$ cat src/rtl/ps2_host_tx.sv
// ps2_host_tx: PS/2 host-to-device command transmitter.
// It inhibits the bus, issues a request-to-send, shifts out one byte plus odd
// parity and a stop bit on device-generated clocks, then samples the ACK bit.
// The open-collector pads are driven through active-high pull-low enables.
// Optional feature macro: PS2_TX_TIMEOUT_EN adds a device-clock watchdog.
// Without it, only Reset recovers a stalled frame.
module ps2_host_tx #(
    parameter int unsigned INHIBIT_CYCLES = 2000,
    parameter int unsigned TIMEOUT_CYCLES = 300000,
    parameter int unsigned SYNC_STAGES    = 2
) (
    input  logic       Clock,
    input  logic       Reset,
    input  logic [7:0] iData,
    input  logic       iSend,
    input  logic       PS2_CLK_IN,
    input  logic       PS2_DATA_IN,
    output logic       oPS2_CLK_OE,
    output logic       oPS2_DATA_OE,
    output logic       oBusy,
    output logic       oDone,
    output logic       oError
);

    // Fewer than two stages is never safe on asynchronous pad inputs.
    localparam int unsigned SYNC_N = (SYNC_STAGES < 2) ? 2 : SYNC_STAGES;
    localparam int unsigned INH_W  = $clog2(INHIBIT_CYCLES + 1);
    localparam logic [INH_W-1:0] INH_LAST = INH_W'(INHIBIT_CYCLES - 1);
    localparam logic [INH_W-1:0] INH_MAX  = INH_W'(INHIBIT_CYCLES);

    // Each state names what the host is waiting for next on the bus.
    typedef enum logic [2:0] {
        S_IDLE      = 3'd0,
        S_INHIBIT   = 3'd1,
        S_RTS       = 3'd2,
        S_DATA      = 3'd3,
        S_PARITY    = 3'd4,
        S_ACK       = 3'd5,
        S_WAIT_IDLE = 3'd6,
        S_DONE      = 3'd7
    } state_t;

    // Odd parity over the command byte: total count of ones including P is odd.
    function automatic logic f_odd_parity(input logic [7:0] d);
        return ~(^d);
    endfunction

    state_t            r_state;
    logic [SYNC_N-1:0] r_clk_sync;
    logic [SYNC_N-1:0] r_data_sync;
    logic              r_clk_prev;
    logic [INH_W-1:0]  r_inh_cnt;
    logic [2:0]        r_bit_cnt;
    logic [7:0]        r_data;
    logic              r_parity;
    logic              r_nack;
    logic              r_clk_oe;
    logic              r_data_oe;
    logic              r_busy;
    logic              r_done;
    logic              r_error;

    logic              w_clk_s;
    logic              w_data_s;
    logic              w_fall;
    logic              w_timeout;

    // Pad synchronizers; idle bus reads high, so reset to ones.
    always_ff @(posedge Clock or negedge Reset) begin
        if (!Reset) begin
            r_clk_sync  <= '1;
            r_data_sync <= '1;
            r_clk_prev  <= 1'b1;
        end else begin
            r_clk_sync  <= {r_clk_sync[SYNC_N-2:0], PS2_CLK_IN};
            r_data_sync <= {r_data_sync[SYNC_N-2:0], PS2_DATA_IN};
            r_clk_prev  <= r_clk_sync[SYNC_N-1];
        end
    end

    assign w_clk_s  = r_clk_sync[SYNC_N-1];
    assign w_data_s = r_data_sync[SYNC_N-1];
    assign w_fall   = r_clk_prev & ~w_clk_s;

`ifdef PS2_TX_TIMEOUT_EN
    localparam int unsigned TO_W = $clog2(TIMEOUT_CYCLES + 1);
    localparam logic [TO_W-1:0] TO_LAST = TO_W'(TIMEOUT_CYCLES - 1);

    logic [TO_W-1:0] r_wdog;
    logic            w_wdog_active;

    assign w_wdog_active = (r_state == S_RTS) || (r_state == S_DATA) ||
                           (r_state == S_PARITY) || (r_state == S_ACK) ||
                           (r_state == S_WAIT_IDLE);
    assign w_timeout     = w_wdog_active && (r_wdog == TO_LAST);

    // Watchdog: restarts on each device falling edge; in WAIT_IDLE it only
    // restarts on entry (the ACK edge), so a stuck-low bus still times out.
    always_ff @(posedge Clock or negedge Reset) begin
        if (!Reset) begin
            r_wdog <= '0;
        end else if (!w_wdog_active || w_timeout) begin
            r_wdog <= '0;
        end else if (w_fall && (r_state != S_WAIT_IDLE)) begin
            r_wdog <= '0;
        end else begin
            r_wdog <= r_wdog + TO_W'(1);
        end
    end
`else
    assign w_timeout = 1'b0;
`endif

    // Transmit FSM with registered pad enables and status outputs.
    always_ff @(posedge Clock or negedge Reset) begin
        if (!Reset) begin
            r_state   <= S_IDLE;
            r_inh_cnt <= '0;
            r_bit_cnt <= 3'd0;
            r_data    <= 8'h00;
            r_parity  <= 1'b0;
            r_nack    <= 1'b0;
            r_clk_oe  <= 1'b0;
            r_data_oe <= 1'b0;
            r_busy    <= 1'b0;
            r_done    <= 1'b0;
            r_error   <= 1'b0;
        end else begin
            r_done  <= 1'b0;
            r_error <= 1'b0;
            if (w_timeout) begin
                r_clk_oe  <= 1'b0;
                r_data_oe <= 1'b0;
                r_done    <= 1'b1;
                r_error   <= 1'b1;
                r_state   <= S_DONE;
            end else begin
                case (r_state)
                    S_IDLE: begin
                        r_clk_oe  <= 1'b0;
                        r_data_oe <= 1'b0;
                        if (iSend) begin
                            r_data    <= iData;
                            r_parity  <= f_odd_parity(iData);
                            r_nack    <= 1'b0;
                            r_busy    <= 1'b1;
                            r_clk_oe  <= 1'b1;
                            r_inh_cnt <= '0;
                            r_state   <= S_INHIBIT;
                        end
                    end
                    S_INHIBIT: begin
                        // Host owns the clock here; device edges are ignored.
                        if (r_inh_cnt == INH_LAST) begin
                            r_data_oe <= 1'b1;
                            r_state   <= S_RTS;
                        end else if (r_inh_cnt != INH_MAX) begin
                            r_inh_cnt <= r_inh_cnt + INH_W'(1);
                        end
                    end
                    S_RTS: begin
                        // Start bit is already on the line; hand the clock over.
                        r_clk_oe <= 1'b0;
                        if (w_fall) begin
                            r_data_oe <= ~r_data[0];
                            r_bit_cnt <= 3'd0;
                            r_state   <= S_DATA;
                        end
                    end
                    S_DATA: begin
                        if (w_fall) begin
                            if (r_bit_cnt == 3'd7) begin
                                r_data_oe <= ~r_parity;
                                r_state   <= S_PARITY;
                            end else begin
                                r_data_oe <= ~r_data[r_bit_cnt + 3'd1];
                                r_bit_cnt <= r_bit_cnt + 3'd1;
                            end
                        end
                    end
                    S_PARITY: begin
                        // Releasing the line here forms the stop bit.
                        if (w_fall) begin
                            r_data_oe <= 1'b0;
                            r_state   <= S_ACK;
                        end
                    end
                    S_ACK: begin
                        if (w_fall) begin
                            r_nack  <= w_data_s;
                            r_state <= S_WAIT_IDLE;
                        end
                    end
                    S_WAIT_IDLE: begin
                        if (w_clk_s && w_data_s) begin
                            r_done  <= 1'b1;
                            r_error <= r_nack;
                            r_state <= S_DONE;
                        end
                    end
                    S_DONE: begin
                        r_busy  <= 1'b0;
                        r_state <= S_IDLE;
                    end
                    default: begin
                        r_clk_oe  <= 1'b0;
                        r_data_oe <= 1'b0;
                        r_busy    <= 1'b0;
                        r_state   <= S_IDLE;
                    end
                endcase
            end
        end
    end

    assign oPS2_CLK_OE  = r_clk_oe;
    assign oPS2_DATA_OE = r_data_oe;
    assign oBusy        = r_busy;
    assign oDone        = r_done;
    assign oError       = r_error;

endmodule

$ cat config.mk
export PLATFORM = sky130hd
export DESIGN_NAME = ps2_host_tx
export DESIGN_NICKNAME = d
export VERILOG_FILES = /design/src/rtl/ps2_host_tx.sv
export SDC_FILE = /design/constraint.sdc
export NUM_CORES = 1
export LEC_CHECK = 0
export BUFFER_PORTS_ARGS = -buffer_cell sky130_fd_sc_hd__buf_2
export CORE_MARGIN = 5
export CORE_UTILIZATION = 45
export CTS_CLUSTER_DIAMETER = 100
export DETAILED_ROUTE_END_ITERATION = 10
export PLACE_DENSITY_LB_ADDON = 0.2
export REMOVE_ABC_BUFFERS = 1
export SLEW_MARGIN = 25
export SYNTH_ARGS = -nofsm -noshare
export SYNTH_HDL_FRONTEND = slang
export SYNTH_SLANG_ARGS = --single-unit
export TNS_END_PERCENT = 1
$ cat constraint.sdc
create_clock -name Clock -period 1.7 [get_ports Clock]
set_input_delay 0.34 -clock Clock [delete_from_list [all_inputs] [get_ports Clock]]
set_output_delay 0.34 -clock Clock [all_outputs]
set_load 0.02 [all_outputs]
== After elaboration in Yosys (flattened, before gate mapping) ==
Cells that the tools add are included.
Word-level totals
  register bits: 37
  input port bits: 13
  output and inout port bits: 5
  logic and storage cells: 96
Operators by class
  add/sub/neg operators: 2
  magnitude comparators: 1
  equality and inequality tests: 21
  mux-type cells: 36
  bitwise operators: 6
  reduce and logical (&&, ||, !) cells: 16
Operators by type and width (number)
  $mux 11: 3
  $mux 3: 11
  $pmux 3 s8: 1
  $ne 2x2->1 const B: 11
  $pmux 11 s2: 1
  $eq 3x3->1 const B: 5
  $mux 1: 14
  $add 11x1->11 const B: 1
  $eq 11x11->1 const B: 1
  $ne 11x11->1 const B: 1
  $reduce_bool 2->1: 5
  $reduce_and 4->1: 2
  $reduce_and 8->1: 1
  $reduce_xor 8->1: 1
  $eq 3x2->1 const B: 2
  $pmux 1 s2: 3
  $pmux 3 s2: 1
  $not 1->1: 5
  $pmux 1 s5: 1
  $reduce_and 5->1: 1
  $reduce_bool 5->1: 1
  $lt 3x4->1 const B: 1
  $reduce_and 2->1: 2
  $add 3x1->3 const B: 1
  other kinds (6): 6

== Logic depth before layout (Yosys ltp) ==
Gate-level depths: netlist (run 1).
  depth in word-level cells: 7
  depth in mapped cells: 7
  mapped depth without buffers: 7

== Worst setup path after synthesis (run 1) ==
No wires, ideal clock.
  kind: flip-flop to flip-flop
  start: reg r_inh_cnt[0]
  end: reg r_inh_cnt[9]
  setup time: 0.119 ns
  arrival time: 1.499 ns
  path slack: 0.082 ns
  cell stages (with the launch flop): 7
  path buffers: 0
  period minus slack after synthesis: 1.618 ns
  path through: dfrtp_1 ha_1 and4b_4 o2111ai_4 nor4b_4 xnor2_1 nor2_1
On the way
  word-level cells in the longest chain between the ends: 4
  elaborated cells on any way between the ends: 9
  those cells by class: add/sub: 1; eq/ne: 4; mux: 3; reduce/logical: 1
RTL lines
  from (decl): RTL line 52  | logic [INH_W-1:0] r_inh_cnt;
  from (signal assigned): RTL line 158  | r_inh_cnt <= r_inh_cnt + INH_W'(1);
  $add 11x1->11: RTL line 158
  $mux 11: RTL line 157  | end else if (r_inh_cnt != INH_MAX) begin
  $mux 11: RTL line 154  | if (r_inh_cnt == INH_LAST) begin
  $pmux 11 s2: RTL line 138  | case (r_state)
Several ways; a longest one is shown, not always the timed one. The select of a mux whose other input is x is not followed.
A chain may end at the register's enable or synchronous reset.

== Worst setup path in the final report (run 1) ==
  start: reg r_inh_cnt[0]
  end: reg r_inh_cnt[0]
Same word-level chain as after synthesis.

==> run summary, run 1 <==
clock skew after layout - 0.01128 ns
Crit. End Element - flip-flop
pin count of the biggest net entering global routing - 38
Crit Path Class - flip-flop to flip-flop
worst stage delay on the critical path - 0.41 ns
flop2flop setup slack - -0.13 ns
Placed Area - 2128 um2
hold_ws - 0.07496 ns
multi-input logic area - 979.7 um2
I/O Buffers - 17
VDD IR-drop max - 0.8648 mV
hold bufs inserted after CTS - 0
antenna cell count - 0
clk_lat worst skew - 0.29 ns
starting density of the core - 47.24%
final hold vios - 0
root buffer selected by CTS - clkbuf_8
worst reg2reg startpoint - r_inh_cnt[0]$_DFFE_PN0P_
Slew headroom - 69.37%
die width - 75.50 um
final std cells w/o fill - 274
drt via density - 5.467
number of global-route vias before repair - 1554
# IOs - 18
syn avg cell area - 10.55 um2
post-route minimum period - 1.835 ns
final period utilization - 107.9%
CTS tree - built
Hold WC Path Type - input pin to asynchronous set/reset pin
number of synthesized flops with an enable pin - 0
Critical Path Source Type - flip-flop
initial antenna violation count - 0
Synth async-reset ratio - 100.0%
met3 usage - 4.090%
Clock Path Buffers - 2
WL per Instance - 15.37 um
RSZ-0062 raised after global routing - yes
Post-Route WL - 4.211 mm
Fillers - 345
1st-iter DRT viols - 94
proportion of layout cells with a drive suffix above 1 - 29.91%
cells after synthesis - 183
Core Area - 4086 um2
busiest grt layer - met2
FF-to-FF End - r_inh_cnt[0]$_DFFE_PN0P_
GR Util All Layers - 17.20%
Rows - 23
number of instances in the placed design - 255
Pwr Density - 1266 nW/um2
H-tree Lvls - 2
post-route cell area - 2359 um2
Area Growth Syn to Fin - 22.16%
reg2reg path depth - 12
Seq/Total Area, Yosys - 48.28%
static leakage - 1.073 nW
Max Cap Viol - 0
Layout Nets - 241
placer congestion estimate - 0.8877
YS warnings - 0
DR vias - 1498
post-route ant nets - 0
fin. max-slew vios - 0
critical path arrival - 2.02 ns
Pre-antenna DRT Iters - 4
Final WS setup - -0.1346 ns
Slew @ Worst Pin - 0.4595 ns
worst-path cell chain - inv_2 -> buf_4 -> buf_4 -> buf_4 -> buf_4 -> buf_4 -> buf_4 -> buf_4 -> buf_4 -> buf_4 -> nand2_2 -> o21ai_2
status - complete, but fails checks
die height - 75.50 um
endpoints failing setup - 9
Reg area - 932.1 um2
highest clock rate - 0.5451 GHz
most used cell, CP - buf_4
clk sink count - 37
CTS Buf Count - 5
total power - 2.985 mW
number of distinct library cells after synthesis - 42
Worst Setup SP - r_inh_cnt[0]$_DFFE_PN0P_
Post-synth top flop - dfrtp_1
failing checks - setup timing
first-pass GRT wire length - 7.245 mm
Reg clk slew, reported paths - 0.08 ns
Critical-path top delay cell - dfrtp_1
Remaining Overflow, GRT - 0
met2 usage - 28.28%
GR Util met1 - 20.87%
Synth Cell Area - 1931 um2
HPWL after detailed placement - 2.846 mm
synthesis-stage register bit count - 37
Required @ worst endpoint - 1.89 ns
crit-path max FO - 4
drt drc - 0
die area - 5700 um2
[state kept, by name, indices dropped and copies added, names as in the netlist]
name          cells
oBusy             1
oDone             1
oError            1
oPS2_CLK_OE       1
oPS2_DATA_OE      1
r_bit_cnt         3
r_clk_prev        1
r_clk_sync        2
r_data            8
r_data_sync       2
r_inh_cnt        11
r_nack            1
r_parity          1
r_state           3
[cell type report]
| cell class | instances | area share, % |
|---|---|---|
| clock inverter | 2 | 1.645 |
| timing repair buffer | 38 | 10.45 |
| tap | 50 | 2.653 |
| sequential | 37 | 39.52 |
| multi-input combinational | 134 | 41.54 |
| inverter | 7 | 1.114 |
| clock buffer | 6 | 3.077 |
[Yosys cell counts (2+ instances only)]
cell	count	area, um2
nor2_1	18	67.56
a21oi_1	5	25.02
dfrtp_1	32	800.8
mux2_1	8	90.09
and2_1	2	12.51
dfstp_2	5	131.4
o21ai_0	4	20.02
nand3_1	9	45.04
o21ai_1	7	35.03
nand4_1	3	18.77
mux2_2	2	22.52
buf_2	2	10.01
nor3_1	2	10.01
nor3b_2	2	25.02
a21o_1	2	15.01
ha_1	5	62.56
and3_1	3	18.77
xnor2_1	13	113.9
xor2_1	4	35.03
nor2b_1	3	18.77
o211ai_1	4	30.03
mux2i_1	2	20.02
a31oi_1	2	12.51
inv_1	6	22.52
nand2_1	19	71.32
nand2b_1	2	12.51
clkbuf_1	2	7.510
[logic make-up (layout without fill, tap and decap cells)]
family                   count (synthesis)  after routing  share of synthesized area (%)
AO/OA/AOI/OAI                           28             28                          9.721
flip-flops                              37             37                          48.28
adder cells (fa/ha/maj)                  5              5                          3.240
buffers and inverters                   12             53                          2.657
multiplexers                            13             13                          8.036
AND/OR/NAND/NOR                         71             71                          20.35
XOR/XNOR                                17             17                          7.712
[power by group]
| part | leakage, nW | total [mW] | switching (mW) | internal [mW] |
|---|---|---|---|---|
| Clock | 0.0554 | 0.755 | 0.315 | 0.440 |
| Sequential | 0.465 | 1.24 | 0.149 | 1.09 |
| Combinational | 0.553 | 0.994 | 0.494 | 0.500 |
| Total | 1.07 | 2.99 | 0.958 | 2.03 |
[through the flow]
step / setup WS [ns] / TNS, ns / utilization [%]
2_1_floorplan: -0.05455 / -0.3243 / -
3_3_place_gp: 0.02301 / 0 / 52.08
3_5_place_dp: -0.06439 / -0.1382 / 52.08
4_1_cts: -0.07060 / -0.08927 / 57.13
5_1_grt: -0.2148 / -1.902 / 57.72
6_report: -0.1346 / -0.3405 / 57.72
[layout by cell type, fill, tap and decap left out, drive strengths merged, types with 3 or more instances in the layout]
master	Yosys	layout
nor2b	3	3
o21ai	11	11
xnor2	13	13
xor2	4	4
inv	7	7
buf	3	38
o211ai	4	4
nand3	9	9
nand2	19	19
ha	5	5
nor2	19	19
dfstp	5	5
and3	3	3
clkbuf	2	6
nor3	3	3
mux2	10	10
a21oi	5	5
nand4	3	3
dfrtp	32	32
[worst max-delay path: cells and delay by family (launching register included)]
family / cells / cell delay [ns]
AO/OA/AOI/OAI: 1 / 0.05
flip-flops: 1 / 0.41
AND/OR/NAND/NOR: 1 / 0.05
buffers and inverters: 10 / 1.21
[layer usage]
metal / vias to the layer above / wire length (um) / part of all wire (%)
li1: 717 / - / -
met1: 725 / 1801 / 43
met2: 42 / 2035 / 48
met3: 14 / 229 / 5.4
met4: 0 / 144 / 3.4
met5: - / 0 / 0
[repair_timing]
action	in CTS	in global routing
gates resized for setup	6	5
pin swaps	5	6
endpoints found under the setup margin	5	13
buffers inserted	11	0
[how the worst max path moves through the flow]
stage,end,slack (ns)
3_5_place_dp,r_inh_cnt[7]$_DFFE_PN0P_,-0.06
6_report,r_inh_cnt[0]$_DFFE_PN0P_,-0.13
4_1_cts,r_inh_cnt[10]$_DFFE_PN0P_,-0.07
2_1_floorplan,r_parity$_DFFE_PN0P_,-0.05
3_3_place_gp,r_inh_cnt[9]$_DFFE_PN0P_,0.02
5_1_grt,r_inh_cnt[10]$_DFFE_PN0P_,-0.21
(Power assumes the default switching activity.)
==> inputs of run 2 (changes only) <==
Settings changed: BUFFER_PORTS_ARGS -buffer_cell sky130_fd_sc_hd__buf_2 to -buffer_cell sky130_fd_sc_hd__buf_4, CORE_UTILIZATION 45 to 52, REMOVE_ABC_BUFFERS 1 to not set.
==> run summary, run 2 (synthesis gave the netlist of run 1 again) <==
Reg with most FFs - r_inh_cnt
RSZ-0062 raised after global routing - yes
final period utilization - 102.0% (-5.9 points)
Crit. End Element - flip-flop
max FFs per register - 11 (unchanged)
die area - 5031 um2 (-12%)
Post-Route WL - 3.933 mm (-6.6%)
drt drc - 0 (unchanged)
DR vias - 1457 (-2.7%)
Max Cap Viol - 0 (unchanged)
CTS Buf Count - 5 (unchanged)
Pwr Density - 1276 nW/um2 (+0.79%)
Largest regs - r_inh_cnt x11, r_data x8
I/O Buffers - 17 (unchanged)
number of global-route vias before repair - 1492 (-4.0%)
Reg clk slew, reported paths - 0.07 ns (about the same)
Core Area - 3633 um2 (-11%)
final hold vios - 0 (unchanged)
Slew @ Worst Pin - 0.5371 ns (+0.07756 ns)
Buf+Inv Stages, Crit Path - 2 (-8)
Required @ worst endpoint - 1.88 ns (about the same)
Slew headroom - 64.00% (-5.4 points)
endpoints failing setup - 5 (-4)
multi-input logic area - 980.9 um2 (+0.13%)
worst-path cell chain - inv_2 -> ha_4 -> and4bb_1 -> o2111ai_4 -> buf_6 -> nand3_1 -> xor2_1 -> nor2_1
Critical Path Source Type - flip-flop
post-route minimum period - 1.734 ns (-0.1008 ns)
Rows - 22 (-4.3%)
VDD IR-drop max - 0.8867 mV (+2.5%)
Clock Path Buffers - 2 (unchanged)
proportion of layout cells with a drive suffix above 1 - 26.76% (-3.2 points)
Final WS setup - -0.03381 ns (+0.1008 ns)
Area Growth Syn to Fin - 21.84%
Critical-path top delay cell - dfrtp_1
HPWL after detailed placement - 2.881 mm (+1.2%)
# IOs - 18 (unchanged)
hold bufs inserted after CTS - 0 (unchanged)
die height - 70.93 um (-6.1%)
status - complete, but fails checks
Layout Nets - 230 (-4.6%)
CP delay by family, top - flip-flops
Crit Path Class - flip-flop to flip-flop
crit-path max FO - 8 (+4)
initial antenna violation count - 0 (unchanged)
Placed Area - 2166 um2 (+1.8%)
static leakage - 1.052 nW (-2.0%)
CTS tree - built
Pre-antenna DRT Iters - 4 (unchanged)
clk_lat worst skew - 0.28 ns (about the same)
commonest non-fill, non-tap cells in the layout - 32 x dfrtp_1, 25 x buf_4, 18 x nand2_1, 18 x nor2_1, 13 x xnor2_1
post-route ant nets - 0 (unchanged)
highest clock rate - 0.5768 GHz (+5.8%)
GR Util All Layers - 16.81% (-0.39 points)
number of instances in the placed design - 251 (-1.6%)
commonest non-fill, non-tap cell in the layout - dfrtp_1
failing checks - setup timing
clk sink count - 37 (unchanged)
antenna cell count - 0 (unchanged)
root buffer selected by CTS - clkbuf_8
placer congestion estimate - 0.8187 (-7.8%)
fin. max-slew vios - 0 (unchanged)
clock skew after layout - 0.003312 ns (-0.007963 ns)
starting density of the core - 53.13% (+5.9 points)
drt via density - 5.582 (+2.1%)
critical path arrival - 1.91 ns (-0.11 ns)
Hold WC Path Type - input pin to asynchronous set/reset pin
worst stage delay on the critical path - 0.42 ns (about the same)
H-tree Lvls - 2 (unchanged)
Mapped Nets - 201
Remaining Overflow, GRT - 0 (unchanged)
final std cells w/o fill - 261 (-4.7%)
pin count of the biggest net entering global routing - 38 (unchanged)
Finished Core Util - 64.74% (+7.0 points)
WL per Instance - 15.07 um (-1.9%)
Fillers - 296 (-14%)
first-pass GRT wire length - 6.727 mm (-7.1%)
1st-iter DRT viols - 98 (+4.3%)
Reg area - 932.1 um2 (unchanged)
post-route cell area - 2352 um2 (-0.26%)
die width - 70.93 um (-6.1%)
run 2: path summary, 6_finish.rpt:
kind                                             to  slack, ns                     start  cells after the start
min reg2reg                r_data_sync[1]$_DFF_PN1_       0.36  r_data_sync[0]$_DFF_PN1_                      0
max                        r_inh_cnt[3]$_DFFE_PN0P_      -0.03  r_inh_cnt[0]$_DFFE_PN0P_                      8
min                        r_inh_cnt[0]$_DFFE_PN0P_      0.005                     Reset                      1
min in group Clock          r_clk_sync[0]$_DFF_PN1_       0.16                PS2_CLK_IN                      1
max reg2reg                r_inh_cnt[3]$_DFFE_PN0P_      -0.03  r_inh_cnt[0]$_DFFE_PN0P_                      8
max in group asynchronous  r_data_sync[0]$_DFF_PN1_       1.34                     Reset                      1
run 2: area by class of cell:
class                      instances  share of cell area (%)
clock inverter                     3                   2.766
clock buffer                       5                   2.926
tap                               48                   2.553
sequential                        37                   39.63
timing repair buffer              27                   9.308
inverter                           7                   1.117
multi-input combinational        134                   41.70
run 2: worst reg2reg max path, stage by stage, from the launching register on:
cell       delay [ns]
dfrtp_1          0.42
inv_2            0.08
ha_4             0.16
and4bb_1         0.22
o2111ai_4        0.28
buf_6            0.16
nand3_1          0.09
xor2_1           0.16
nor2_1           0.05
run 2: what timing repair did:
action / 4_1_cts / 5_1_grt
endpoints found under the setup margin: 9 / 13
buffers inserted: 2 / 0
pin swaps: 3 / 7
gates resized for setup: 7 / 3
hold endpoints to repair: 0 / 0
run 2: where the power goes:
part	total [mW]	switching (mW)	leakage, nW	internal, mW
sequential	1.24	0.148	0.465	1.09
combinational	0.876	0.452	0.519	0.425
clock	0.888	0.305	0.0681	0.583
run 2: per-layer routing:
| layer | share of wire [%] | wire length (um) | up-vias | global-route usage (%) |
|---|---|---|---|---|
| li1 | - | - | 693 | - |
| met2 | 55 | 2173 | 25 | 29.45 |
| met3 | 4.0 | 158 | 6 | 4.688 |
| met1 | 39 | 1550 | 733 | 19.84 |
| met5 | 0 | 0 | - | 0 |
| met4 | 1.3 | 51 | 0 | 5.428 |
run 2: stage by stage:
step	worst slack [ns]	TNS, ns	hold slack (ns)	total power [mW]
after global routing	-0.1594	-1.060	0.02835	3.195
after CTS	-0.03902	-0.07970	0.01562	3.015
final	-0.03381	-0.1166	0.005037	3.001
after floorplan	0.08217	0	0.04441	1.802
after detailed placement	-0.02955	-0.07073	0.3289	2.061
after global placement	0.04551	0	0.3230	2.006
==> inputs of run 3 (changes only) <==
Settings changed: GPL_TIMING_DRIVEN set to 0.
==> run summary, run 3 (synthesis gave the netlist of run 1 again) <==
Pwr Density - 1231 nW/um2 (-3.5%)
status - complete, but fails checks
Remaining Overflow, GRT - 0 (unchanged)
die height - 70.93 um (unchanged)
die width - 70.93 um (unchanged)
Clock Path Buffers - 2 (unchanged)
HPWL after detailed placement - 2.764 mm (-4.1%)
Required @ worst endpoint - 1.88 ns (about the same)
I/O Buffers - 17 (unchanged)
sequential share of power - 44.1% (+2.9 points)
Rows - 22 (unchanged)
placer congestion estimate - 0.8381 (+2.4%)
first-pass GRT wire length - 6.762 mm (+0.52%)
commonest non-fill, non-tap cell in the layout - dfrtp_1
VDD IR-drop max - 0.9958 mV (+12%)
flop2flop setup slack - -0.02 ns (+0.02 ns)
multi-input logic area - 964.7 um2 (-1.7%)
Largest regs - r_inh_cnt x11, r_data x8
root buffer selected by CTS - clkbuf_8
number of global-route vias before repair - 1517 (+1.7%)
Crit Path Class - flip-flop to flip-flop
worst reg2reg startpoint - r_inh_cnt[0]$_DFFE_PN0P_
Area Growth Syn to Fin - 18.60%
total power - 2.818 mW (-6.1%)
# IOs - 18 (unchanged)
CTS Buf Count - 5 (unchanged)
proportion of layout cells with a drive suffix above 1 - 25.00% (-1.8 points)
FF-to-FF End - r_inh_cnt[9]$_DFFE_PN0P_
worst stage delay on the critical path - 0.42 ns (about the same)
Mapped Nets - 201 (unchanged)
DR vias - 1404 (-3.6%)
1st-iter DRT viols - 58 (-41%)
commonest non-fill, non-tap cells in the layout - 32 x dfrtp_1, 21 x buf_4, 18 x nand2_1, 18 x nor2_1, 13 x xnor2_1
Reg with most FFs - r_inh_cnt
GR Util All Layers - 16.72% (-0.084 points)
pin count of the biggest net entering global routing - 38 (unchanged)
final std cells w/o fill - 260 (-0.38%)
H-tree Lvls - 2 (unchanged)
die area - 5031 um2 (unchanged)
Max Cap Viol - 0 (unchanged)
initial antenna violation count - 0 (unchanged)
clock skew after layout - 0.003799 ns (+0.0004871 ns)
critical path arrival - 1.90 ns (about the same)
RSZ-0062 raised after global routing - yes
Fillers - 319 (+7.8%)
WL per Instance - 14.52 um (-3.6%)
crit-path max FO - 8 (unchanged)
internal power - 1.938 mW (-7.5%)
Hold WC Path Type - input pin to asynchronous set/reset pin
max FFs per register - 11 (unchanged)
Comb power frac - 27.9% (-1.3 points)
drt drc - 0 (unchanged)
drt via density - 5.400 (-3.3%)
Critical Path Source Type - flip-flop
Sw Ratio - 31.22% (+1.0 points)
Final WS setup - -0.01798 ns (+0.01582 ns)
Core Area - 3633 um2 (unchanged)
endpoints failing setup - 2 (-3)
Reg clk slew, reported paths - 0.07 ns (about the same)
Slew headroom - 68.12% (+4.1 points)
hold_ws - -0.001382 ns (-0.006419 ns)
final hold vios - 2 (+2)
post-route ant nets - 0 (unchanged)
starting density of the core - 53.13% (unchanged)
fin. max-slew vios - 0 (unchanged)
number of instances in the placed design - 248 (-1.2%)
failing checks - hold timing, setup timing
Psw - 0.8796 mW (-2.9%)
clk_lat worst skew - 0.28 ns (about the same)
CTS tree - built
Post-Route WL - 3.775 mm (-4.0%)
Slew @ Worst Pin - 0.4756 ns (-0.06152 ns)
highest clock rate - 0.5821 GHz (+0.92%)
clk sink count - 37 (unchanged)
static leakage - 1.020 nW (-3.1%)
final period utilization - 101.1% (-0.93 points)
Layout Nets - 229 (-0.43%)
Crit. End Element - flip-flop
antenna cell count - 0 (unchanged)
reg2reg path depth - 6 (-2)
clock power share - 28.0% (-1.6 points)
Reg area - 932.1 um2 (unchanged)
Pre-antenna DRT Iters - 4 (unchanged)
Critical-path top delay cell - dfrtp_1
post-route minimum period - 1.718 ns (-0.01582 ns)
worst-path cell chain - ha_2 -> and4b_4 -> o2111ai_4 -> nor4b_4 -> xnor2_1 -> nor2_1
==> run 3: final cells by class <==
type | count | area share, %
Inverter | 7 | 1.148
Clock inverter | 2 | 1.639
Timing Repair Buffer | 21 | 7.049
Tap cell | 48 | 2.623
Buffer | 5 | 1.093
Sequential cell | 37 | 40.71
Clock buffer | 6 | 3.607
Multi-Input combinational cell | 134 | 42.13
==> run 3: per-stage QoR <==
| step | TNS, ns | setup WS, ns | util (%) | cell area, um2 | hold WS (ns) |
|---|---|---|---|---|---|
| final | -0.02732 | -0.01798 | 63.02 | 2290 | -0.001382 |
| after detailed placement | -0.3698 | -0.2154 | 58.30 | 2118 | 0.3286 |
| after global placement | -0.2254 | -0.1808 | 58.30 | 2118 | 0.3214 |
| after CTS | -0.07303 | -0.02629 | 62.57 | 2273 | 0.02619 |
| after floorplan | 0 | 0.08217 | - | 1931 | 0.04441 |
| after global routing | -0.5836 | -0.09936 | 63.02 | 2290 | 0.04229 |
==> run 3: worst max-delay path, delay by kind of cell, from the launching register on <==
family	cells	cell delay, ns
fa+ha+maj	1	0.21
compound gates	1	0.29
flops	1	0.42
simple gates	3	0.55
xor+xnor	1	0.15
==> run 3: repair_timing <==
| item | in CTS | in global routing |
|---|---|---|
| gates resized for setup | 4 | 3 |
| setup endpoints to repair | 5 | 12 |
| hold buffers | 0 | 0 |
| pin swaps | 3 | 3 |
| endpoints found under the hold margin | 0 | 0 |
| setup buffers | 3 | 1 |
==> run 3: worst max-delay path by stage <==
stage	from	end	slack [ns]	cells past startpoint
CTS	r_inh_cnt[0]$_DFFE_PN0P_	r_inh_cnt[9]$_DFFE_PN0P_	-0.03	7
floorplan	r_inh_cnt[0]$_DFFE_PN0P_	r_inh_cnt[9]$_DFFE_PN0P_	0.08	6
global placement	r_state[0]$_DFFE_PN0P_	r_data[6]$_DFFE_PN0P_	-0.18	5
detailed placement	r_state[0]$_DFFE_PN0P_	r_data[6]$_DFFE_PN0P_	-0.22	5
global route	r_inh_cnt[1]$_DFFE_PN0P_	r_inh_cnt[9]$_DFFE_PN0P_	-0.1	7
finish	r_inh_cnt[0]$_DFFE_PN0P_	r_inh_cnt[9]$_DFFE_PN0P_	-0.02	6
==> run 3: power by group through the flow <==
stage / Sequential, mW / Combinational [mW] / Clock, mW
after floorplan: 1.22 / 0.580 / 0
after global placement: 1.24 / 0.745 / 0
after detailed placement: 1.26 / 0.776 / 0
after CTS: 1.24 / 0.788 / 0.802
after global routing: 1.27 / 0.870 / 0.853
final: 1.24 / 0.786 / 0.790
==> run 3: layer usage <==
layer	wire [um]	GRT usage, %	share of wire [%]
met2	2006	29.87	53
met3	126	3.693	3.3
met4	55	5.428	1.5
met5	0	0	0
met1	1588	19.87	42
